## src/rtl/muldiv_arbiter_if.sv

```systemverilog
// rtl/muldiv_arbiter_if.sv - request, response and MDU-side signal bundle for muldiv_arbiter
interface muldiv_arbiter_if #(
  parameter int TAG_W = 5
);
  logic             req0_valid_i;
  logic             req0_ready_o;
  logic [2:0]       req0_op_i;
  logic [31:0]      req0_num1_i;
  logic [31:0]      req0_num2_i;
  logic [TAG_W-1:0] req0_tag_i;
  logic             req1_valid_i;
  logic             req1_ready_o;
  logic [2:0]       req1_op_i;
  logic [31:0]      req1_num1_i;
  logic [31:0]      req1_num2_i;
  logic [TAG_W-1:0] req1_tag_i;
  logic [1:0]       flush_i;
  logic             resp_valid_o;
  logic             resp_ready_i;
  logic             resp_id_o;
  logic [TAG_W-1:0] resp_tag_o;
  logic [31:0]      resp_result_o;
  logic             mdu_valid_o;
  logic [2:0]       mdu_op_o;
  logic [31:0]      mdu_num1_o;
  logic [31:0]      mdu_num2_o;
  logic             mdu_busy_i;
  logic [31:0]      mdu_result_i;

  // The arbiter is the slave of both requesters and drives the MDU.
  modport slave (
    input  req0_valid_i, req0_op_i, req0_num1_i, req0_num2_i, req0_tag_i,
    input  req1_valid_i, req1_op_i, req1_num1_i, req1_num2_i, req1_tag_i,
    input  flush_i, resp_ready_i, mdu_busy_i, mdu_result_i,
    output req0_ready_o, req1_ready_o, resp_valid_o, resp_id_o, resp_tag_o, resp_result_o,
    output mdu_valid_o, mdu_op_o, mdu_num1_o, mdu_num2_o
  );

  modport master (
    output req0_valid_i, req0_op_i, req0_num1_i, req0_num2_i, req0_tag_i,
    output req1_valid_i, req1_op_i, req1_num1_i, req1_num2_i, req1_tag_i,
    output flush_i, resp_ready_i, mdu_busy_i, mdu_result_i,
    input  req0_ready_o, req1_ready_o, resp_valid_o, resp_id_o, resp_tag_o, resp_result_o,
    input  mdu_valid_o, mdu_op_o, mdu_num1_o, mdu_num2_o
  );
endinterface

```

## src/rtl/muldiv_arbiter.sv

```systemverilog
// rtl/muldiv_arbiter.sv - round-robin sharing of one multi-cycle MDU between two requesters
module muldiv_arbiter #(
  parameter int TAG_W = 5
) (
  input  logic             clk,
  input  logic             rstn,
  muldiv_arbiter_if.slave  bus
);
  typedef enum logic [1:0] {IDLE = 2'd0, ISSUE = 2'd1, RESP = 2'd2} state_e;

  state_e           state_q, state_d;
  logic             prio_q, prio_d;
  logic             discard_q, discard_d;
  logic             first_q, first_d;
  logic             id_q, id_d;
  logic [TAG_W-1:0] tag_q, tag_d;
  logic [2:0]       op_q, op_d;
  logic [31:0]      num1_q, num1_d;
  logic [31:0]      num2_q, num2_d;
  logic [31:0]      result_q, result_d;

  logic v0, v1, grant1, ready0, ready1, own_flush, complete;

  always_comb begin
    v0        = bus.req0_valid_i && !bus.flush_i[0];
    v1        = bus.req1_valid_i && !bus.flush_i[1];
    grant1    = v1 && (!v0 || prio_q);
    ready0    = (state_q == IDLE) && v0 && !grant1;
    ready1    = (state_q == IDLE) && grant1;
    own_flush = bus.flush_i[id_q];
    // The MDU echoes input_valid as busy on the entry cycle, so that cycle cannot complete.
    complete  = (state_q == ISSUE) && !first_q && !bus.mdu_busy_i;

    state_d   = state_q;
    prio_d    = prio_q;
    discard_d = discard_q;
    first_d   = first_q;
    id_d      = id_q;
    tag_d     = tag_q;
    op_d      = op_q;
    num1_d    = num1_q;
    num2_d    = num2_q;
    result_d  = result_q;

    case (state_q)
      IDLE: begin
        if (ready0 || ready1) begin
          id_d      = grant1;
          op_d      = grant1 ? bus.req1_op_i   : bus.req0_op_i;
          num1_d    = grant1 ? bus.req1_num1_i : bus.req0_num1_i;
          num2_d    = grant1 ? bus.req1_num2_i : bus.req0_num2_i;
          tag_d     = grant1 ? bus.req1_tag_i  : bus.req0_tag_i;
          prio_d    = !grant1;
          discard_d = 1'b0;
          first_d   = 1'b1;
          state_d   = ISSUE;
        end
      end
      ISSUE: begin
        first_d = 1'b0;
        if (own_flush) discard_d = 1'b1;
        if (complete) begin
          if (discard_q || own_flush) begin
            state_d = IDLE;
          end else begin
            result_d = bus.mdu_result_i;
            state_d  = RESP;
          end
        end
      end
      RESP: begin
        if (own_flush || bus.resp_ready_i) state_d = IDLE;
      end
      default: state_d = IDLE;
    endcase
  end

  always_ff @(posedge clk or negedge rstn) begin
    if (!rstn) begin
      state_q   <= IDLE;
      prio_q    <= 1'b0;
      discard_q <= 1'b0;
      first_q   <= 1'b0;
      id_q      <= 1'b0;
      tag_q     <= '0;
      op_q      <= '0;
      num1_q    <= '0;
      num2_q    <= '0;
      result_q  <= '0;
    end else begin
      state_q   <= state_d;
      prio_q    <= prio_d;
      discard_q <= discard_d;
      first_q   <= first_d;
      id_q      <= id_d;
      tag_q     <= tag_d;
      op_q      <= op_d;
      num1_q    <= num1_d;
      num2_q    <= num2_d;
      result_q  <= result_d;
    end
  end

  assign bus.req0_ready_o  = ready0;
  assign bus.req1_ready_o  = ready1;
  assign bus.resp_valid_o  = (state_q == RESP) && !own_flush;
  assign bus.resp_id_o     = id_q;
  assign bus.resp_tag_o    = tag_q;
  assign bus.resp_result_o = result_q;
  assign bus.mdu_valid_o   = (state_q == ISSUE);
  assign bus.mdu_op_o      = op_q;
  assign bus.mdu_num1_o    = num1_q;
  assign bus.mdu_num2_o    = num2_q;
endmodule

```

## src/flat_wrapper.sv

```systemverilog
// flat-port wrapper written by rule: the top's interface ports become plain ports
module muldiv_arbiter_flat 
#(
  parameter int TAG_W = 5
)
  (clk, rstn, bus_req0_valid_i, bus_req0_op_i, bus_req0_num1_i, bus_req0_num2_i, bus_req0_tag_i, bus_req1_valid_i, bus_req1_op_i, bus_req1_num1_i, bus_req1_num2_i, bus_req1_tag_i, bus_flush_i, bus_resp_ready_i, bus_mdu_busy_i, bus_mdu_result_i, bus_req0_ready_o, bus_req1_ready_o, bus_resp_valid_o, bus_resp_id_o, bus_resp_tag_o, bus_resp_result_o, bus_mdu_valid_o, bus_mdu_op_o, bus_mdu_num1_o, bus_mdu_num2_o);
  muldiv_arbiter_if #(.TAG_W(TAG_W)) bus_i ();
  input  logic clk;
  input  logic rstn;
  input wire logic [$bits(bus_i.req0_valid_i)-1:0] bus_req0_valid_i;
  input wire logic [$bits(bus_i.req0_op_i)-1:0] bus_req0_op_i;
  input wire logic [$bits(bus_i.req0_num1_i)-1:0] bus_req0_num1_i;
  input wire logic [$bits(bus_i.req0_num2_i)-1:0] bus_req0_num2_i;
  input wire logic [$bits(bus_i.req0_tag_i)-1:0] bus_req0_tag_i;
  input wire logic [$bits(bus_i.req1_valid_i)-1:0] bus_req1_valid_i;
  input wire logic [$bits(bus_i.req1_op_i)-1:0] bus_req1_op_i;
  input wire logic [$bits(bus_i.req1_num1_i)-1:0] bus_req1_num1_i;
  input wire logic [$bits(bus_i.req1_num2_i)-1:0] bus_req1_num2_i;
  input wire logic [$bits(bus_i.req1_tag_i)-1:0] bus_req1_tag_i;
  input wire logic [$bits(bus_i.flush_i)-1:0] bus_flush_i;
  input wire logic [$bits(bus_i.resp_ready_i)-1:0] bus_resp_ready_i;
  input wire logic [$bits(bus_i.mdu_busy_i)-1:0] bus_mdu_busy_i;
  input wire logic [$bits(bus_i.mdu_result_i)-1:0] bus_mdu_result_i;
  output wire logic [$bits(bus_i.req0_ready_o)-1:0] bus_req0_ready_o;
  output wire logic [$bits(bus_i.req1_ready_o)-1:0] bus_req1_ready_o;
  output wire logic [$bits(bus_i.resp_valid_o)-1:0] bus_resp_valid_o;
  output wire logic [$bits(bus_i.resp_id_o)-1:0] bus_resp_id_o;
  output wire logic [$bits(bus_i.resp_tag_o)-1:0] bus_resp_tag_o;
  output wire logic [$bits(bus_i.resp_result_o)-1:0] bus_resp_result_o;
  output wire logic [$bits(bus_i.mdu_valid_o)-1:0] bus_mdu_valid_o;
  output wire logic [$bits(bus_i.mdu_op_o)-1:0] bus_mdu_op_o;
  output wire logic [$bits(bus_i.mdu_num1_o)-1:0] bus_mdu_num1_o;
  output wire logic [$bits(bus_i.mdu_num2_o)-1:0] bus_mdu_num2_o;
  assign bus_i.req0_valid_i = bus_req0_valid_i;
  assign bus_i.req0_op_i = bus_req0_op_i;
  assign bus_i.req0_num1_i = bus_req0_num1_i;
  assign bus_i.req0_num2_i = bus_req0_num2_i;
  assign bus_i.req0_tag_i = bus_req0_tag_i;
  assign bus_i.req1_valid_i = bus_req1_valid_i;
  assign bus_i.req1_op_i = bus_req1_op_i;
  assign bus_i.req1_num1_i = bus_req1_num1_i;
  assign bus_i.req1_num2_i = bus_req1_num2_i;
  assign bus_i.req1_tag_i = bus_req1_tag_i;
  assign bus_i.flush_i = bus_flush_i;
  assign bus_i.resp_ready_i = bus_resp_ready_i;
  assign bus_i.mdu_busy_i = bus_mdu_busy_i;
  assign bus_i.mdu_result_i = bus_mdu_result_i;
  assign bus_req0_ready_o = bus_i.req0_ready_o;
  assign bus_req1_ready_o = bus_i.req1_ready_o;
  assign bus_resp_valid_o = bus_i.resp_valid_o;
  assign bus_resp_id_o = bus_i.resp_id_o;
  assign bus_resp_tag_o = bus_i.resp_tag_o;
  assign bus_resp_result_o = bus_i.resp_result_o;
  assign bus_mdu_valid_o = bus_i.mdu_valid_o;
  assign bus_mdu_op_o = bus_i.mdu_op_o;
  assign bus_mdu_num1_o = bus_i.mdu_num1_o;
  assign bus_mdu_num2_o = bus_i.mdu_num2_o;
  muldiv_arbiter #(.TAG_W(TAG_W)) u_core (.clk(clk), .rstn(rstn), .bus(bus_i));
endmodule
```

## config.mk

```make
export PLATFORM = sky130hd
export DESIGN_NAME = muldiv_arbiter_flat
export DESIGN_NICKNAME = d
export VERILOG_FILES = /design/src/rtl/muldiv_arbiter_if.sv /design/src/rtl/muldiv_arbiter.sv /design/src/flat_wrapper.sv
export SDC_FILE = /design/constraint.sdc
export NUM_CORES = 1
export LEC_CHECK = 0
export ABC_AREA = 1
export BUFFER_PORTS_ARGS = -buffer_cell sky130_fd_sc_hd__buf_2
export CAP_MARGIN = 30
export CORE_MARGIN = 5
export CORE_UTILIZATION = 35
export DETAILED_ROUTE_END_ITERATION = 10
export MAX_ROUTING_LAYER = met4
export PLACE_DENSITY_LB_ADDON = 0.3
export RECOVER_POWER = 25
export REMOVE_ABC_BUFFERS = 1
export SLEW_MARGIN = 20
export SYNTH_ARGS = -nofsm -noshare
export SYNTH_HDL_FRONTEND = slang
export SYNTH_SLANG_ARGS = --single-unit
```

## constraint.sdc

```tcl
create_clock -name clk -period 1.7 [get_ports clk]
set_input_delay 0.17 -clock clk [delete_from_list [all_inputs] [get_ports clk]]
set_output_delay 0.17 -clock clk [all_outputs]
set_load 0.03 [all_outputs]
```

==> flow_metrics.env, run 1 <==
export IMPL_rsz0062_at_grt="false"
export IMPL_drt_iter0_drc=366
export IMPL_critPathKind="flip-flop to output port"
export IMPL_drive_gt1_share_pct=33.3
export IMPL_crit_chain="nor2_4 -> nand3_4 -> buf_12 -> inv_1 -> buf_4"
export IMPL_maxCapViolations=0
export IMPL_worstMarginPinSlew_ps=655
export IMPL_cp_required_ps=1530
export IMPL_path_max_fanout=24
export IMPL_status="finished clean"
export IMPL_r2r_start="u_core.prio_q"
export IMPL_layout_min_cycle_time_ps=1620
export IMPL_grt_ovfl_total=0
export IMPL_cp_arrival_ps=1450
export IMPL_final_antenna_net_count=0
export IMPL_finalHoldViolCount=0
export IMPL_first_global_vias=5288
export IMPL_holdWs_ps=35.1
export IMPL_vias_per_cell=4.64
export IMPL_dp_cells=1194
export IMPL_dp_hpwl_um=12800
export IMPL_synth_cell_types=17
export IMPL_rr_endpoint="u_core.bus.mdu_num1_o[24]"
export IMPL_cts_root_buf="clkbuf_16"
export IMPL_fin_skew_ps=5.42
export IMPL_cts_num_sinks=110
export IMPL_finalCritPeriodShare_pct=95.6
export IMPL_setup_violations=0
export IMPL_critPathCaptureType="output port"
export IMPL_r2r_slack_ps=250
export IMPL_ys_seq_area_share_pct=50.5
export IMPL_io_buffers=292
export IMPL_nNetsFinal=1179
export IMPL_slew_violations=0
export IMPL_layout_cells_non_filler=1209
export IMPL_coreArea_mm2=0.0153
export IMPL_htree_num_levels=3
export IMPL_fp_dieW_um=135
export IMPL_p_leak_uw=0.00451
export IMPL_setup_slack_ps=75.5
export IMPL_max_stage_delay_ps=430
export IMPL_route_vias_total=5612
export IMPL_reg2regPathDepth=6
export IMPL_dieHeight_um=135
export IMPL_hold_class="input pin to flip-flop"
export IMPL_std_cell_rows=45
export IMPL_tns_ps=0
export IMPL_drc=0
export IMPL_antenna_found_initial=0
export IMPL_routed_wl_um=16900
export IMPL_yosys_warnings=0
export IMPL_grt_max_degree=66
export IMPL_diodes=0
export IMPL_dieArea_mm2=0.0182
export IMPL_syn_area_mm2=0.00545
export IMPL_gp_congestion=0.795
export IMPL_pre_cts_slack_ps=262
export IMPL_netlist_instances=727
export IMPL_cts_buffer_depth=2
export IMPL_grt_pass1_wl_um=26300
export IMPL_crit_start="u_core.state_q[0]"
export IMPL_clk_pin_slew_ps=70
export IMPL_syn_to_final_growth_pct=36.3
export IMPL_total_power_uw=12900
export IMPL_first_pass_iters=4
export IMPL_drt_wirelength_per_cell_um=14.0
export IMPL_start_util_pct=35.7
export IMPL_io_pins=293
export IMPL_insertion_delay_ps=340
export IMPL_cts_tree="done"
export IMPL_fmax_ghz=0.616
export IMPL_cp_slowest_cell="dfrtp_1"
export IMPL_maxSlewHeadroom_pct=56.3
export IMPL_endpoint="bus_req1_ready_o"
export IMPL_start_kind="flip-flop"
export IMPL_grtUsageTotal_pct=18.5
export IMPL_ir_worst_vdd_uv=653
export IMPL_pwr_density_cell_mw_per_mm2=1740
export IMPL_cts_buffers=9
export IMPL_synth_avg_cell_area_um2=7.50
export IMPL_synth_seq_cells=110
## cell usage after synthesis
library cell	n	area, µm²
inv_1	42	158
buf_2	32	160
buf_6	6	67.6
clkbuf_1	3	11.3
nand2_4	1	11.3
o21ai_1	23	115
nand2_2	2	12.5
buf_1	2	7.51
nand2_1	327	1230
nor2_1	3	11.3
nor2_2	2	12.5
nand3_2	2	20.0
nand3_1	147	736
buf_4	10	75.1
inv_2	1	3.75
o21ai_0	14	70.1
dfrtp_1	110	2750
## metrics by stage
step | util (%) | cell area, µm²
floorplan | - | 5130
detailed placement | 46.4 | 7080
global placement | 46.4 | 7080
global route | 48.7 | 7430
finish | 48.7 | 7430
CTS | 48.7 | 7430
## sequential cells by signal (all words and copies together) (netlist names)
name and flops:
u_core.bus.mdu_num1_o 32, u_core.bus.mdu_op_o 3, u_core.bus.mdu_num2_o 32, u_core.prio_q 1
u_core.state_q 2, u_core.bus.resp_result_o 32, u_core.bus.resp_tag_o 5, u_core.bus.resp_id_o 1
u_core.first_q 1, u_core.discard_q 1
## critical path: cells and delay by family, from the launching register on
kind	cells	cell delay, ps
flip-flops	1	430
AND/OR/NAND/NOR	2	260
buffers and inverters	3	410
## per-layer routing
layer / wire, µm / GRT usage, %
met5: 0 / -
met4: 333 / 6.67
met3: 1070 / 2.79
met2: 8450 / 31.1
met1: 7070 / 22.8
## report_power, final
part           internal (µW)  switching (µW)  leakage [µW]
clock                   1420             917      0.000161
combinational           1810            4360       0.00297
sequential              3780             617       0.00138
## cell type report
class | count | area, µm²
fill | 1586 | 7830
sequential | 110 | 2750
multi-input combinational | 521 | 2250
timing repair buffer | 310 | 1680
tap | 211 | 264
clock buffer | 9 | 225
inverter | 43 | 161
clock inverter | 5 | 100
## kinds of logic (layout without fill, tap and decap cells)
family / after synthesis / in the layout / synth area share [%]
AO/OA/AOI/OAI: 37 / 37 / 3.40
buffers and inverters: 96 / 367 / 8.86
AND/OR/NAND/NOR: 484 / 484 / 37.3
flip-flops: 110 / 110 / 50.5
## cell usage in the layout (no fill, tap or decap), types with 2 or more instances in the layout
cell,synthesis,routed
nor2_1,3,3
o21ai_0,14,14
nand2_2,2,2
dfrtp_1,110,110
nand3_4,0,2
buf_12,0,6
nand2_1,327,327
buf_4,10,9
nand3_2,2,2
nor2_4,0,2
bufinv_16,0,3
inv_1,42,42
buf_2,32,289
o21ai_1,23,23
nand3_1,147,145
clkbuf_2,0,2
clkbuf_16,0,9
clkinv_2,0,2
## repair_timing
action	in CTS	in global routing
gates cloned	0	0
endpoints found under the setup margin	2	2
hold buffers	1	0
resized for setup	4	3
buffers inserted	0	0
pin swaps	0	1
hold endpoints to repair	19	0
## how the worst min path moves through the flow
stage / to / cells after the start / slack (ps) / start
finish: u_core.state_q[1] / 2 / 40 / bus_resp_ready_i
global route: u_core.state_q[1] / 2 / 40 / bus_resp_ready_i
CTS: u_core.state_q[1] / 2 / 20 / bus_resp_ready_i
detailed placement: u_core.bus.mdu_num2_o[12] / 1 / 90 / rstn
global placement: u_core.bus.mdu_num2_o[12] / 1 / 90 / rstn
floorplan: u_core.bus.mdu_num1_o[0] / 0 / -130 / rstn
(Power assumes the default switching activity.)
==> run 2: changes to the inputs <==
--- a/config.mk
+++ b/config.mk
@@ -15,6 +15,7 @@
 export PLACE_DENSITY_LB_ADDON = 0.3
 export RECOVER_POWER = 25
 export REMOVE_ABC_BUFFERS = 1
+export SETUP_SLACK_MARGIN = 0.15
 export SLEW_MARGIN = 20
 export SYNTH_ARGS = -nofsm -noshare
 export SYNTH_HDL_FRONTEND = slang
==> run 2 against run 1 <==
Effect of this change: clock-buffer cell count is the same; power grew 1.4%; register-to-register slack worse by 50 ps; combinational power increased by 3%; first-iteration DRC count up 6.0%; clock skew about the same; sequential power is essentially flat.
==> flow_metrics.env, run 2 (same netlist as run 1, synthesis figures left out) <==
export IMPL_multi_input_area_mm2=0.00226
export IMPL_setup_violations=0
export IMPL_drt_wirelength_per_cell_um=14.2
export IMPL_start_kind="flip-flop"
export IMPL_grt_pass1_wl_um=26700
export IMPL_start_util_pct=35.7
export IMPL_num_fill_cells=1570
export IMPL_critPathCaptureType="output port"
export IMPL_critPathKind="flip-flop to output port"
export IMPL_dp_cells=1194
export IMPL_final_antenna_net_count=0
export IMPL_cts_tree="done"
export IMPL_layout_cells_non_filler=1217
export IMPL_grtUsageTotal_pct=18.8
export IMPL_p_leak_uw=0.00458
export IMPL_final_common_cell="nand2_1"
export IMPL_worstMarginPinSlew_ps=668
export IMPL_route_vias_total=5659
export IMPL_routed_wl_um=17300
export IMPL_clk_pin_slew_ps=70
export IMPL_coreArea_mm2=0.0153
export IMPL_rsz0062_at_grt="true"
export IMPL_antenna_found_initial=0
export IMPL_pwr_density_cell_mw_per_mm2=1730
export IMPL_dieArea_mm2=0.0182
export IMPL_path_max_fanout=4
export IMPL_first_pass_iters=5
export IMPL_drive_gt1_share_pct=34.3
export IMPL_fmax_ghz=0.659
export IMPL_diodes=0
export IMPL_io_pins=293
export IMPL_seqCellArea_mm2=0.00275
export IMPL_tns_ps=0
export IMPL_hold_class="input pin to flip-flop"
export IMPL_grt_max_degree=66
export IMPL_maxSlewHeadroom_pct=55.4
export IMPL_pre_cts_slack_ps=262
export IMPL_ir_worst_vdd_uv=650
export IMPL_crit_chain="nor2_4 -> nand3_4 -> buf_12 -> clkinv_8 -> buf_8"
export IMPL_status="finished clean"
export IMPL_drc=0
export IMPL_grt_ovfl_total=0
export IMPL_std_cell_rows=45
export IMPL_cts_root_buf="clkbuf_16"
export IMPL_syn_to_final_growth_pct=38.9
export IMPL_dp_hpwl_um=12800
export IMPL_htree_num_levels=3
export IMPL_finalHoldViolCount=0
export IMPL_cp_required_ps=1530
export IMPL_maxCapViolations=0
export IMPL_dieHeight_um=135
export IMPL_fin_skew_ps=5.13
export IMPL_max_stage_delay_ps=410
export IMPL_vias_per_cell=4.65
export IMPL_nNetsFinal=1187
export IMPL_first_global_vias=5327
export IMPL_layout_min_cycle_time_ps=1520
export IMPL_cp_arrival_ps=1350
export IMPL_io_buffers=292
export IMPL_slew_violations=0
export IMPL_setup_slack_ps=183
export IMPL_drt_iter0_drc=388
export IMPL_layout_common_cells="nand2_1, buf_2, nand3_1, dfrtp_1, inv_1"
export IMPL_finalCritPeriodShare_pct=89.2
export IMPL_fp_dieW_um=135
export IMPL_cts_buffers=9
export IMPL_gp_congestion=0.795
export IMPL_cts_buffer_depth=2
export IMPL_insertion_delay_ps=340
export IMPL_cp_slowest_cell="dfrtp_1"
export IMPL_cts_num_sinks=110
## run 2: changes by cell type in the layout (fill, tap and decap cells not counted), sizes merged
cell	change
clkbuf	-1
inv	-1
clkinv	+1
bufbuf	+1
buf	+8
## run 2: critical path, delay by kind of cell, from the launching register on
| kind | cells | cell delay [ps] |
|---|---|---|
| flops | 1 | 410 |
| buf+inv | 3 | 310 |
| simple gates | 2 | 290 |
## run 2: stage by stage
step	hold slack [ps]	total power (µW)	area [µm²]	utilization [%]
final	29.7	13100	7570	49.6
after global placement	93.0	10600	7080	46.4
after detailed placement	90.7	10700	7080	46.4
after floorplan	-126	8380	5130	-
after global routing	41.5	13900	7570	49.6
after CTS	17.9	13200	7530	49.3
## run 2: worst paths after layout
path,startpoint,end,slack (ps),cells past startpoint
worst max-delay path,u_core.state_q[0],bus_req1_ready_o,180,5
worst min-delay path,bus_resp_ready_i,u_core.state_q[1],30,2
worst max register to register,u_core.state_q[0],u_core.bus.mdu_num2_o[9],200,7
worst min register to register,u_core.bus.resp_result_o[4],u_core.bus.resp_result_o[4],480,2
max in group asynchronous,rstn,u_core.bus.mdu_num2_o[1],340,3
min in group asynchronous,rstn,u_core.bus.mdu_num2_o[12],360,2
## run 2: report_power, final
part | switching (µW) | leakage (µW) | internal [µW] | total, µW
registers | 616 | 0.00138 | 3780 | 4400
clock network | 925 | 0.000161 | 1420 | 2340
logic | 4420 | 0.00303 | 1930 | 6340
total | 5960 | 0.00458 | 7130 | 13100
## run 2: area by class of cell
type	instances	area share [%]
flip-flops and latches	110	36.4
multi-input cells	521	29.9
repair buffers	318	23.6
well taps	211	3.49
clock buffers	9	2.98
inverters	43	2.30
clock inverters	5	1.32
## run 2: layer usage
layer	up-vias	part of all wire [%]	global-route usage, %
met5	-	0	-
met4	0	2.1	6.67
met3	22	6.6	2.87
met2	206	50	31.4
met1	2588	42	23.3
li1	2843	-	-
## run 2: timing repair
action                                 CTS  global route
pin swaps                                2             4
setup endpoints to repair                3            43
hold buffers                             1             0
setup buffers                            4             3
cloned                                   1             0
resized for setup                       10            10
endpoints found under the hold margin   19             0
==> run 3: changes to the inputs <==
--- a/config.mk
+++ b/config.mk
@@ -8,8 +8,10 @@
 export ABC_AREA = 1
 export BUFFER_PORTS_ARGS = -buffer_cell sky130_fd_sc_hd__buf_2
 export CAP_MARGIN = 30
+export CELL_PAD_IN_SITES_DETAIL_PLACEMENT = 1
+export CELL_PAD_IN_SITES_GLOBAL_PLACEMENT = 2
 export CORE_MARGIN = 5
-export CORE_UTILIZATION = 35
+export CORE_UTILIZATION = 23
 export DETAILED_ROUTE_END_ITERATION = 10
 export MAX_ROUTING_LAYER = met4
 export PLACE_DENSITY_LB_ADDON = 0.3
==> run 3 against run 2 <==
Effect of this change: via count decreased by 0.60%; cell count rose by 8.6%; clock skew increased by 1.5 ps; non-clock buffer count is 3 lower; clock-buffer cell count unchanged; largest power group unchanged; flip-flop and latch count did not move; register-to-register slack better by 60 ps; hold slack better by 1.3 ps; combinational power up 2%; power is 1.8% lower.
==> flow_metrics.env, run 3 (same netlist as run 1, synthesis figures left out) <==
export IMPL_status="finished clean"
export IMPL_clk_pin_slew_ps=70
export IMPL_grt_ovfl_total=0
export IMPL_drt_wirelength_per_cell_um=16.1
export IMPL_rsz0062_at_grt="true"
export IMPL_first_global_vias=5929
export IMPL_drc=0
export IMPL_fin_skew_ps=6.67
export IMPL_std_cell_rows=56
export IMPL_power_switching_uw=6190
export IMPL_hold_class="input pin to flip-flop"
export IMPL_fin_area_mm2=0.00760
export IMPL_drt_iter0_drc=201
export IMPL_first_pass_iters=4
export IMPL_r2r_start="u_core.state_q[0]"
export IMPL_worstMarginPinSlew_ps=737
export IMPL_fp_dieW_um=164
export IMPL_dpl_instance_area_mm2=0.00725
export IMPL_coreArea_mm2=0.0234
export IMPL_route_vias_total=5625
export IMPL_routed_wl_um=21300
export IMPL_utilization_pct=32.5
export IMPL_p_seq_share_pct=34.1
export IMPL_slew_violations=0
export IMPL_finalCritPeriodShare_pct=87.5
export IMPL_dieHeight_um=164
export IMPL_io_pins=293
export IMPL_cp_arrival_ps=1320
export IMPL_path_max_fanout=5
export IMPL_grt_max_degree=66
export IMPL_layout_common_cells="nand2_1, buf_2, nand3_1, dfrtp_1, inv_1"
export IMPL_cts_root_buf="clkbuf_16"
export IMPL_num_fill_cells=3032
export IMPL_diodes=0
export IMPL_htree_num_levels=3
export IMPL_p_leak_uw=0.00452
export IMPL_start_kind="flip-flop"
export IMPL_dp_hpwl_um=15600
export IMPL_ir_worst_vdd_uv=453
export IMPL_maxSlewHeadroom_pct=50.8
export IMPL_endpoint="bus_req0_ready_o"
export IMPL_final_antenna_net_count=0
export IMPL_critPathKind="flip-flop to output port"
export IMPL_critPathCaptureType="output port"
export IMPL_grtUsageTotal_pct=15.7
export IMPL_gp_congestion=0.732
export IMPL_nNetsFinal=1184
export IMPL_maxCapViolations=0
export IMPL_grt_pass1_wl_um=32300
export IMPL_swShare_pct=48.2
export IMPL_drive_gt1_share_pct=34.1
export IMPL_crit_start="u_core.prio_q"
export IMPL_antenna_found_initial=0
export IMPL_cts_tree="done"
export IMPL_reg2regPathDepth=7
export IMPL_io_buffers=292
export IMPL_crit_chain="inv_1 -> nand3_4 -> nand2_4 -> nand2_2 -> inv_2 -> buf_6"
export IMPL_holdWs_ps=31.0
export IMPL_finalHoldViolCount=0
export IMPL_cp_required_ps=1530
export IMPL_fmax_ghz=0.672
export IMPL_cp_slowest_cell="dfrtp_1"
export IMPL_p_int_uw=6660
export IMPL_cts_buffers=9
export IMPL_insertion_delay_ps=350
export IMPL_final_common_cell="nand2_1"
export IMPL_total_power_uw=12800
export IMPL_rr_endpoint="u_core.bus.mdu_num2_o[22]"
export IMPL_cts_num_sinks=110
export IMPL_combPwrFrac_pct=50.4
export IMPL_tns_ps=0
export IMPL_max_stage_delay_ps=370
export IMPL_layout_min_cycle_time_ps=1490
export IMPL_setup_violations=0
export IMPL_syn_to_final_growth_pct=39.5
export IMPL_clkPwrFrac_pct=15.5
export IMPL_pwr_density_cell_mw_per_mm2=1690
export IMPL_r2r_slack_ps=260
export IMPL_cts_buffer_depth=2
export IMPL_dieArea_mm2=0.0269
export IMPL_vias_per_cell=4.25
export IMPL_start_util_pct=23.3
## run 3: per-layer routing
metal	share of wire, %	global-route usage, %	vias to the layer above	routed length, µm
li1	-	-	2835	-
met1	42	18.9	2631	8910
met2	52	27.1	141	11000
met3	5.0	3.56	18	1070
met4	1.4	3.58	0	307
met5	0	-	-	0
## run 3: area by class of cell
type | instances | area (µm²) | share of cell area, %
sequential | 110 | 2750 | 36.2
multi-input combinational | 521 | 2260 | 29.8
timing repair buffer | 315 | 1760 | 23.2
tap | 319 | 399 | 5.25
clock buffer | 9 | 225 | 2.96
inverter | 43 | 161 | 2.12
clock inverter | 5 | 37.5 | 0.494
## run 3: worst min path at each step
stage,slack (ps),startpoint,depth (start not counted),endpoint
floorplan,-130,rstn,0,u_core.bus.mdu_num1_o[0]
global placement,40,rstn,1,u_core.bus.mdu_num1_o[18]
detailed placement,40,rstn,1,u_core.bus.mdu_num1_o[31]
CTS,30,bus_mdu_result_i[20],3,u_core.bus.resp_result_o[20]
global route,30,bus_resp_ready_i,2,u_core.state_q[1]
finish,30,bus_resp_ready_i,2,u_core.state_q[1]
## run 3: worst max-delay path: cells and delay by family, from the launching register on
kind	cells	cell delay, ps
flops	1	370
simple gates	3	320
buf+inv	3	280
## run 3: power by group through the flow
stage | clock (µW) | sequential, µW | combinational, µW
after detailed placement | 0 | 4430 | 6510
after global placement | 0 | 4380 | 6460
after floorplan | 0 | 6640 | 1750
after global routing | 2200 | 4530 | 7040
final | 1990 | 4380 | 6480
after CTS | 2100 | 4390 | 6580
## run 3: what timing repair did
action / 4_1_cts / 5_1_grt
endpoints found under the hold margin: 110 / 0
buffers inserted: 3 / 0
resized for setup: 6 / 8
hold buffers: 1 / 0
pin swaps: 2 / 2
cloned: 0 / 1
endpoints found under the setup margin: 3 / 21
## run 3: metrics by stage
step	std cells	setup slack, ps
3_5_place_dp	1303	184
3_3_place_gp	1303	216
5_1_grt	1322	100
6_report	1322	212
2_1_floorplan	674	-2700
4_1_cts	1321	152
